<file path="src/rtl/ula_raster_timing.sv">
// ula_raster_timing
// -----------------
// Raster timing generator for a Spectrum-style ULA. It divides the 14 MHz
// master clock down to a 7 MHz pixel enable and runs a pixel counter (hc)
// and a line counter (vc) over a 48K or 128K frame. From the counter
// position it decodes the blanking and sync windows, the CPU frame
// interrupt, the paper/border flag, the VRAM fetch strobes and their
// addresses, the flash phase and a frame-start pulse.
//
// Ports
//   clk14       14 MHz master clock
//   rst_n       asynchronous active-low reset
//   mode        timing request (0 = 48K, 1 = 128K), taken only at frame wrap
//   pix_ce      7 MHz pixel enable, high for one clk14 in every two
//   hc, vc      pixel and line counters
//   hblank_n, hsync_n, vblank_n, vsync_n   blanking and sync, active low
//   int_n       frame interrupt to the CPU, active low
//   border_n    low outside the 256x192 paper area
//   bmp_fetch, attr_fetch   VRAM fetch slot strobes
//   va_bmp, va_attr         VRAM addresses, zero when their strobe is low
//   flash       flash phase (bit 4 of the frame counter)
//   frame_start one-clk14 pulse when (0,0) of a new frame is first shown
//   mode_act    timing currently in effect
//
// Every output is a flop. The decodes are computed from the next counter
// values, so each decoded output lines up with the hc/vc it describes.
module ula_raster_timing #(
  parameter int H_TOTAL_48  = 448,
  parameter int V_TOTAL_48  = 312,
  parameter int H_TOTAL_128 = 456,
  parameter int V_TOTAL_128 = 311,
  parameter int INT_LEN_48  = 32,
  parameter int INT_LEN_128 = 36
) (
  input  logic        clk14,
  input  logic        rst_n,
  input  logic        mode,
  output logic        pix_ce,
  output logic [8:0]  hc,
  output logic [8:0]  vc,
  output logic        hblank_n,
  output logic        hsync_n,
  output logic        vblank_n,
  output logic        vsync_n,
  output logic        int_n,
  output logic        border_n,
  output logic        bmp_fetch,
  output logic        attr_fetch,
  output logic [12:0] va_bmp,
  output logic [12:0] va_attr,
  output logic        flash,
  output logic        frame_start,
  output logic        mode_act
);

  localparam logic [8:0] HT48_M1  = 9'(H_TOTAL_48 - 1);
  localparam logic [8:0] VT48_M1  = 9'(V_TOTAL_48 - 1);
  localparam logic [8:0] HT128_M1 = 9'(H_TOTAL_128 - 1);
  localparam logic [8:0] VT128_M1 = 9'(V_TOTAL_128 - 1);
  localparam logic [8:0] IL48     = 9'(INT_LEN_48);
  localparam logic [8:0] IL128    = 9'(INT_LEN_128);

  // run holds pix_ce off for the first edge after reset release, so the
  // first pixel enable appears on the second edge.
  logic       run;
  logic [4:0] frame_cnt;

  logic [8:0] ht_m1;
  logic [8:0] vt_m1;
  logic [8:0] il;
  logic [8:0] hc_nx;
  logic [8:0] vc_nx;
  logic       line_end;
  logic       frame_end;
  logic       mode_nx;
  logic       border_nx;
  logic       bmp_nx;
  logic       attr_nx;

  always_comb begin
    ht_m1     = mode_act ? HT128_M1 : HT48_M1;
    vt_m1     = mode_act ? VT128_M1 : VT48_M1;
    line_end  = pix_ce && (hc == ht_m1);
    frame_end = line_end && (vc == vt_m1);

    hc_nx = hc;
    vc_nx = vc;
    if (pix_ce) begin
      if (line_end) begin
        hc_nx = 9'd0;
        vc_nx = frame_end ? 9'd0 : vc + 9'd1;
      end else begin
        hc_nx = hc + 9'd1;
      end
    end

    // The interrupt length follows the mode of the position being decoded,
    // which only differs from mode_act on the wrap edge itself.
    mode_nx = frame_end ? mode : mode_act;
    il      = mode_nx ? IL128 : IL48;

    border_nx = (vc_nx < 9'd192) && (hc_nx < 9'd256);
    bmp_nx    = border_nx && ((hc_nx[3:0] == 4'd8)  || (hc_nx[3:0] == 4'd12));
    attr_nx   = border_nx && ((hc_nx[3:0] == 4'd10) || (hc_nx[3:0] == 4'd14));
  end

  always_ff @(posedge clk14 or negedge rst_n) begin
    if (!rst_n) begin
      run         <= 1'b0;
      pix_ce      <= 1'b0;
      hc          <= 9'd0;
      vc          <= 9'd0;
      frame_cnt   <= 5'd0;
      frame_start <= 1'b0;
      hblank_n    <= 1'b1;
      hsync_n     <= 1'b1;
      vblank_n    <= 1'b1;
      vsync_n     <= 1'b1;
      int_n       <= 1'b1;
      border_n    <= 1'b1;
      bmp_fetch   <= 1'b0;
      attr_fetch  <= 1'b0;
      va_bmp      <= 13'd0;
      va_attr     <= 13'd0;
    end else begin
      run         <= 1'b1;
      pix_ce      <= run & ~pix_ce;
      hc          <= hc_nx;
      vc          <= vc_nx;
      if (frame_end) begin
        frame_cnt <= frame_cnt + 5'd1;
      end
      frame_start <= frame_end;
      hblank_n    <= !((hc_nx >= 9'd320) && (hc_nx <= 9'd415));
      hsync_n     <= !((hc_nx >= 9'd344) && (hc_nx <= 9'd375));
      vblank_n    <= !((vc_nx >= 9'd248) && (vc_nx <= 9'd255));
      vsync_n     <= !((vc_nx >= 9'd248) && (vc_nx <= 9'd251));
      int_n       <= !((vc_nx == 9'd248) && (hc_nx < il));
      border_n    <= border_nx;
      bmp_fetch   <= bmp_nx;
      attr_fetch  <= attr_nx;
      va_bmp      <= bmp_nx ? {vc_nx[7:6], vc_nx[2:0], vc_nx[5:3], hc_nx[7:3]} : 13'd0;
      va_attr     <= attr_nx ? {3'b110, vc_nx[7:3], hc_nx[7:3]} : 13'd0;
    end
  end

  // mode_act follows mode on every clock while reset is held, and is
  // otherwise reloaded only on the frame wrap edge. It has no async clear
  // because its reset value is the live mode input, not a constant.
  always_ff @(posedge clk14) begin
    if (!rst_n || frame_end) begin
      mode_act <= mode;
    end
  end

  assign flash = frame_cnt[4];

endmodule

</file>
<file path="config.mk">
export PLATFORM = sky130hd
export DESIGN_NAME = ula_raster_timing
export DESIGN_NICKNAME = d
export VERILOG_FILES = /design/src/rtl/ula_raster_timing.sv
export SDC_FILE = /design/constraint.sdc
export NUM_CORES = 1
export LEC_CHECK = 0
export ABC_AREA = 1
export CORE_ASPECT_RATIO = 1.4
export CORE_UTILIZATION = 30
export CTS_CLUSTER_DIAMETER = 200
export CTS_CLUSTER_SIZE = 28
export DETAILED_ROUTE_END_ITERATION = 6
export HOLD_SLACK_MARGIN = 0.05
export PLACE_DENSITY = 0.5
export SKIP_LAST_GASP = 1
export SLEW_MARGIN = 20
export SYNTH_ARGS = -nofsm -noshare
export SYNTH_HDL_FRONTEND = slang
export SYNTH_SLANG_ARGS = --single-unit
</file>
<file path="constraint.sdc">
create_clock -name clk14 -period 2.8 [get_ports clk14]
set_clock_uncertainty 0.2 [all_clocks]
set_input_delay 0.42 -clock clk14 [delete_from_list [all_inputs] [get_ports clk14]]
set_output_delay 0.42 -clock clk14 [all_outputs]
set_load 0.01 [all_outputs]
</file>
==> results of run 1 <==
## power by group through the flow
stage | clock [µW] | combinational (µW) | sequential, µW
after global routing | 1240 | 601 | 981
final | 1160 | 536 | 971
after CTS | 1190 | 548 | 974
after detailed placement | 0 | 544 | 986
after floorplan | 0 | 324 | 1010
after global placement | 0 | 545 | 988
## logic make-up after synthesis
kind of cell	count (synthesis)	synth area share, %
AO/OA/AOI/OAI	9	1.877
XOR/XNOR	10	3.129
adder cells (fa/ha/maj)	3	1.341
buffers and inverters	59	9.566
flip-flops	58	52.30
other	2	0.2683
AND/OR/NAND/NOR	177	31.52
## registers in the layout, summed over array words and instances, names as in the netlist
signal,flops
pix_ce,1
va_attr,11
hc,9
vc,9
va_bmp,13
mode_act,1
int_n,1
bmp_fetch,1
frame_cnt,5
hsync_n,1
run,1
frame_start,1
vblank_n,1
vsync_n,1
border_n,1
hblank_n,1
## layer usage
layer	share of wire, %	global-route usage, %
met5	0	0
met4	2.0	7.119
met3	3.3	4.170
met2	52	25.64
met1	43	17.04
## critical path: stages (launching register included)
cell and delay [ps]:
dfrtp_1 490, inv_2 60, nor2_1 110, nand2_1 130, nand2_4 120, nand4_4 220, nand2_1 120, nand2_1 110
nand2_1 80, clkinv_1 110, nor2_4 150, nand2_2 200, nor2_1 140
## final cells by class
| class | instances | area [µm²] |
|---|---|---|
| Fill cell | 892 | 5243 |
| Sequential cell | 58 | 1464 |
| Multi-Input combinational cell | 201 | 1067 |
| Timing Repair Buffer | 62 | 605.6 |
| Clock buffer | 11 | 242.7 |
| Inverter | 52 | 195.2 |
| Tap cell | 107 | 133.9 |
| Clock inverter | 5 | 77.57 |
## path summary, 6_finish.rpt
check | startpoint | to | slack [ps] | depth (start not counted)
min in group asynchronous | rst_n | run$_DFF_PN0_ | 410 | 3
max reg2reg | hc[6]$_DFF_PN0_ | va_attr[7]$_DFF_PN0_ | 480 | 12
max in group asynchronous | rst_n | border_n$_DFF_PN1_ | 1210 | 4
min reg2reg | run$_DFF_PN0_ | pix_ce$_DFF_PN0_ | 260 | 2
min | run$_DFF_PN0_ | pix_ce$_DFF_PN0_ | 260 | 2
max | hc[6]$_DFF_PN0_ | va_attr[7]$_DFF_PN0_ | 480 | 12
## placed cells by master (no fill, tap or decap), types with 2 or more instances in the layout
cell	netlist	final
dfrtp_1	51	51
bufinv_16	0	2
o21ai_0	4	4
inv_2	5	5
clkdlybuf4s50_1	0	56
clkbuf_16	0	9
nand3_1	23	23
a21o_1	2	2
xor2_1	9	9
nand2_1	81	81
nor2_4	9	9
nand3_2	2	2
nand4_1	7	7
clkinv_2	0	2
ha_1	3	3
nand2_4	3	3
nand2_2	4	4
nor2_2	10	10
conb_1	2	2
nor2_1	34	34
dfstp_2	6	6
buf_4	4	4
inv_1	46	46
nor3_1	2	2
## through the flow
| step | std cells | instance area [µm²] | power [µW] |
|---|---|---|---|
| after detailed placement | 479 | 3456 | 1531 |
| after global placement | 479 | 3456 | 1532 |
| final | 496 | 3786 | 2670 |
| after floorplan | 318 | 2799 | 1331 |
| after CTS | 496 | 3786 | 2711 |
| after global routing | 496 | 3786 | 2819 |
==> results by group, run 1 <==
Outcome
  • Outcome: finished, final reports clean

Floorplan
  • Starting Density: 31.00%
  • Die Y: 116.3 µm
  • IO Count: 59
  • Core area: 9029 µm²
  • Die span in x: 83.64 µm
  • Die ar.: 9726 µm²
  • Rows: 41

Route
  • Wire per inst: 13.09 µm
  • Total wire length: 6493 µm
  • Routed vias/inst: 4.298
  • Final ANT Viol Nets: 0
  • Residual DRC: 0
  • Vias post-DR: 2,132
  • DR iter-0 viols: 102
  • TritonRoute pass-1 iters: 7

Place
  • GP Congestion: 0.8062
  • Detailed-placement wirelength estimate: 4906 µm
  • Pre-CTS setup slack: 454.0 ps
  • Port Buf Inserts: 57

Clock tree
  • Setup Buffers After CTS: 0
  • H-tree Lvls: 3
  • Cts bufs inserted: 9
  • Post-CTS Resized: 0
  • Clk Latency, worst-skew pair: 330 ps
  • Clock transition at path regs: 50 ps
  • Clock root cell: clkbuf_16
  • Clock sinks: 58
  • Hold_buf cts: 1
  • Maximum root-to-sink buffer count: 2
  • CTS tree: done

STA
  • Fin. Hold Viols: 0
  • Final hold slack: 262.8 ps
  • Post-route worst setup slack: 480.2 ps
  • FMAX: 0.4311 GHz
  • RSZ-0062 raised after global routing: no
  • Post-layout min period: 2320 ps
  • Setup violators final: 0
  • Final critical-path share of the clock period: 82.85%
  • Final Slew Violations: 0
  • TNS Setup: 0 ps

Power and ir drop
  • Pwr per Cell Area: 705.2 nW/µm²
  • P_int: 1921 µW
  • Part of the power in combinational logic: 20.1%
  • Flop pwr share: 36.4%
  • P_leak: 0.001860 µW
  • Clock power share: 43.6%
  • Switching Fraction: 28.05%
  • VDD IR max: 0.0003739 V
  • Switch Pwr: 749.0 µW

Worst setup path
  • Crit. End Element: register
  • WS Path Type: register to register
  • WP data required: 2860 ps
  • Crit path max fanout: 12
  • Crit path arrival time: 2370 ps
  • CP Launch Type: register

Logic synthesis
  • Post-synth EDFFs: 1
  • Area leader, netlist: dfrtp_1
  • Synth top cells by count: nand2_1, dfrtp_1, inv_1, nor2_1, nand3_1
  • Most common flop cell mapped by yosys: dfrtp_1
  • Mapped Cells: 318
  • Yosys top cell area share: 45.60%
  • Yosys reg bits: 58
  • Post-Syn Area: 2799 µm²
  • Syn Nets: 324
  • Largest cells by area after synthesis: dfrtp_1, nand2_1, inv_1, dfstp_2, nor2_1
  • Most frequent cell after synthesis: nand2_1
  • Cell variety after synth: 30
  • Register area share after synthesis: 52.30%
  • Mean area per synthesized cell: 8.802 µm²
  • Ys async rst share: 98.28%
  • Syn. warnings: 0

Global routing
  • Antenna violations before repair: 0
  • First-pass GRT wire length: 10,830 µm
  • Aggregate global routing overflow: 0
  • Number of global-route vias before repair: 2,177
  • All-Layer GR Usage: 14.83%
  • Largest net degree at the start of global routing: 33

Cells and area
  • Layout cell share with drive strength beyond 1: 15.68%
  • Antenna Cells: 0
  • P&R area growth vs syn: 35.27%
  • Nets: 390
  • Layout Utilization: 41.93%

Job
  • Total of max-cap violations: 0

Min path
  • Hold/Removal Path Class: register to register
(Power assumes the default switching activity.)
==> run 2, diff against run 1 <==
Clock period 2.8 ns to 2.26 ns, I/O delays scaled along.
==> run 2 against run 1 <==
  * Sequential power rose by 24%
  * Via count rose by 8.8%
  * First-iteration DRC count rose by 16%
  * Hold slack improved by 3.1 ps
  * Sequential cell count did not move
  * Critical path depth rose by 1
  * Largest cell class unchanged
  * Highest routed layer unchanged
==> results by group, run 2 (synthesized netlist as in run 1, its figures left out) <==
Worst setup path
  • R2R Path End: va_attr[2]$_DFF_PN0_
  • Crit. End Element: register
  • CP Launch Type: register
  • Cell Chain, Critical Path: ha_2 -> nand3_2 -> nor2_4 -> nand3_4 -> nor2_4 -> nand2_1 -> nand2_2 -> nand2_1 -> clkinv_1 -> nor2_4 -> buf_12 -> nand2_4 -> nor2_2
  • WS Path Type: register to register
  • Critical path's slowest cell: dfrtp_1
  • Buf+Inv Stages, Crit Path: 2
  • Crit path max fanout: 6
  • WP data required: 2280 ps
  • R2R depth: 13
  • Flop2flop setup slack: 130 ps
  • Top Family by Delay on Critical Path: simple AND/OR/NAND/NOR gates
  • Crit path arrival time: 2140 ps
  • Reg2reg start: hc[1]$_DFF_PN0_
  • Critical path's most frequent cell: nor2_4
  • CP max stage delay: 350 ps

Cells and area
  • Commonest non-fill, non-tap cell in the layout: nand2_1
  • Max reg flops: 13
  • P&R area growth vs syn: 43.54%
  • Antenna Cells: 0
  • Layout cell share with drive strength beyond 1: 22.87%
  • Largest regs: va_bmp: 13 flops, va_attr: 11 flops
  • Most flops, register: va_bmp
  • Nets: 412
  • Layout Utilization: 44.50%
  • Most frequent cells in the layout: nand2_1, clkdlybuf4s50_1, dfrtp_1
  • Multi-input combinational cell area: 1149 µm²
  • Cell Count, Final, Fillers Out: 518
  • # fillers: 896
  • Seq. cell area: 1465 µm²

Floorplan
  • Die ar.: 9726 µm²
  • Rows: 41
  • IO Count: 59
  • Die Y: 116.3 µm
  • Die span in x: 83.64 µm
  • Starting Density: 31.00%
  • Core area: 9029 µm²

Power and ir drop
  • Clock power share: 41.0%
  • P_leak: 0.001957 µW
  • Flop pwr share: 35.4%
  • Switch Pwr: 1014 µW
  • Switching Fraction: 30.04%
  • Total power: 3374 µW
  • Pwr per Cell Area: 839.9 nW/µm²
  • VDD IR max: 0.0004877 V
  • P_int: 2361 µW
  • Part of the power in combinational logic: 23.6%

Clock tree
  • Clock root cell: clkbuf_16
  • H-tree Lvls: 3
  • Maximum root-to-sink buffer count: 2
  • Cts bufs inserted: 9
  • CTS tree: done
  • Clock transition at path regs: 50 ps
  • Clk Latency, worst-skew pair: 330 ps
  • Clock sinks: 58

Global routing
  • All-Layer GR Usage: 15.48%
  • Largest net degree at the start of global routing: 58
  • Antenna violations before repair: 0
  • Number of global-route vias before repair: 2,350
  • Aggregate global routing overflow: 0
  • First-pass GRT wire length: 11,320 µm

Place
  • Port Buf Inserts: 57
  • Pre-CTS setup slack: 48.05 ps
  • Post-Place Cells: 492
  • Detailed-placement wirelength estimate: 5050 µm
  • GP Congestion: 0.8492

Job
  • Total of max-cap violations: 0

Min path
  • Hold Path End: pix_ce$_DFF_PN0_
  • Worst hold path startpoint: run$_DFF_PN0_
  • Hold Path Depth: 2
  • Hold/Removal Path Class: register to register

Route
  • Vias post-DR: 2,319
  • DR iter-0 viols: 118
  • Final ANT Viol Nets: 0
  • Wire per inst: 13.54 µm
  • Residual DRC: 0
  • TritonRoute pass-1 iters: 4
  • Routed vias/inst: 4.477
  • Total wire length: 7015 µm

STA
  • Post-layout min period: 2128 ps
  • Final Slew Violations: 0
  • Fin. Hold Viols: 0
  • Final critical-path share of the clock period: 94.17%
  • Relative max-transition margin: 49.93%
  • Least-Margin Pin Slew: 751.1 ps
  • Setup violators final: 0
  • FMAX: 0.4699 GHz
  • Post-route worst setup slack: 131.8 ps

Outcome
  • Outcome: finished, final reports clean
## run 2: cell types whose count changed in the layout (fill, tap and decap cells not counted), sizes merged
cell      delta
clkinvlp     +1
nand2        +2
clkbuf       +1
buf         +20
bufinv       -1
clkinv       -1
## run 2: worst max path at each step
stage,cells past startpoint,slack [ps],end,start
2_1_floorplan,12,190,va_bmp[6]$_DFF_PN0_,hc[0]$_DFF_PN0_
3_3_place_gp,11,100,va_attr[1]$_DFF_PN0_,vc[0]$_DFF_PN0_
3_5_place_dp,11,50,va_attr[1]$_DFF_PN0_,hc[0]$_DFF_PN0_
4_1_cts,11,40,va_attr[1]$_DFF_PN0_,hc[0]$_DFF_PN0_
5_1_grt,13,-1,va_bmp[2]$_DFF_PN0_,hc[3]$_DFF_PN0_
6_report,13,130,va_attr[2]$_DFF_PN0_,hc[1]$_DFF_PN0_
## run 2: timing repair
| action | 4_1_cts | 5_1_grt |
|---|---|---|
| setup endpoints to repair | 0 | 27 |
| gates resized for setup | 0 | 15 |
| buffers inserted | 0 | 7 |
| hold buffers | 1 | 0 |
| endpoints found under the hold margin | 51 | 0 |
## run 2: routing by layer
metal | GRT usage [%] | vias up | share of wire, %
li1 | - | 1146 | -
met2 | 28.02 | 53 | 54
met5 | 0 | - | 0
met3 | 3.534 | 10 | 3.4
met4 | 8.814 | 0 | 2.5
met1 | 16.70 | 1110 | 40
## run 2: power groups by stage
| stage | sequential [µW] | combinational, µW | clock, µW |
|---|---|---|---|
| finish | 1200 | 796 | 1380 |
| global route | 1210 | 871 | 1450 |
| CTS | 1200 | 741 | 1410 |
| detailed placement | 1210 | 731 | 0 |
| global placement | 1210 | 730 | 0 |
| floorplan | 1250 | 402 | 0 |
## run 2: per-stage QoR
| step | instance area, µm² | TNS (ps) | hold WS (ps) |
|---|---|---|---|
| finish | 4018 | 0 | 265.8 |
| global route | 4018 | -1.569 | 275.1 |
| CTS | 3870 | 0 | 266.6 |
| detailed placement | 3553 | 0 | 255.5 |
| global placement | 3553 | 0 | 236.5 |
| floorplan | 2799 | 0 | -156.6 |
## run 2: area by class of cell
cell class	count	area share [%]
clock buffer	12	6.384
sequential	58	36.47
multi-input combinational	203	28.59
clock inverter	4	1.246
timing repair buffer	82	19.12
inverter	52	4.858
tap	107	3.332
## run 2: worst reg2reg max path, stage by stage, from the launching register on
cell and delay [ps]:
dfrtp_1 350, ha_2 210, nand3_2 80, nor2_4 180, nand3_4 110, nor2_4 190
nand2_1 90, nand2_2 90, nand2_1 60, clkinv_1 80, nor2_4 50, buf_12 140
nand2_4 130, nor2_2 40
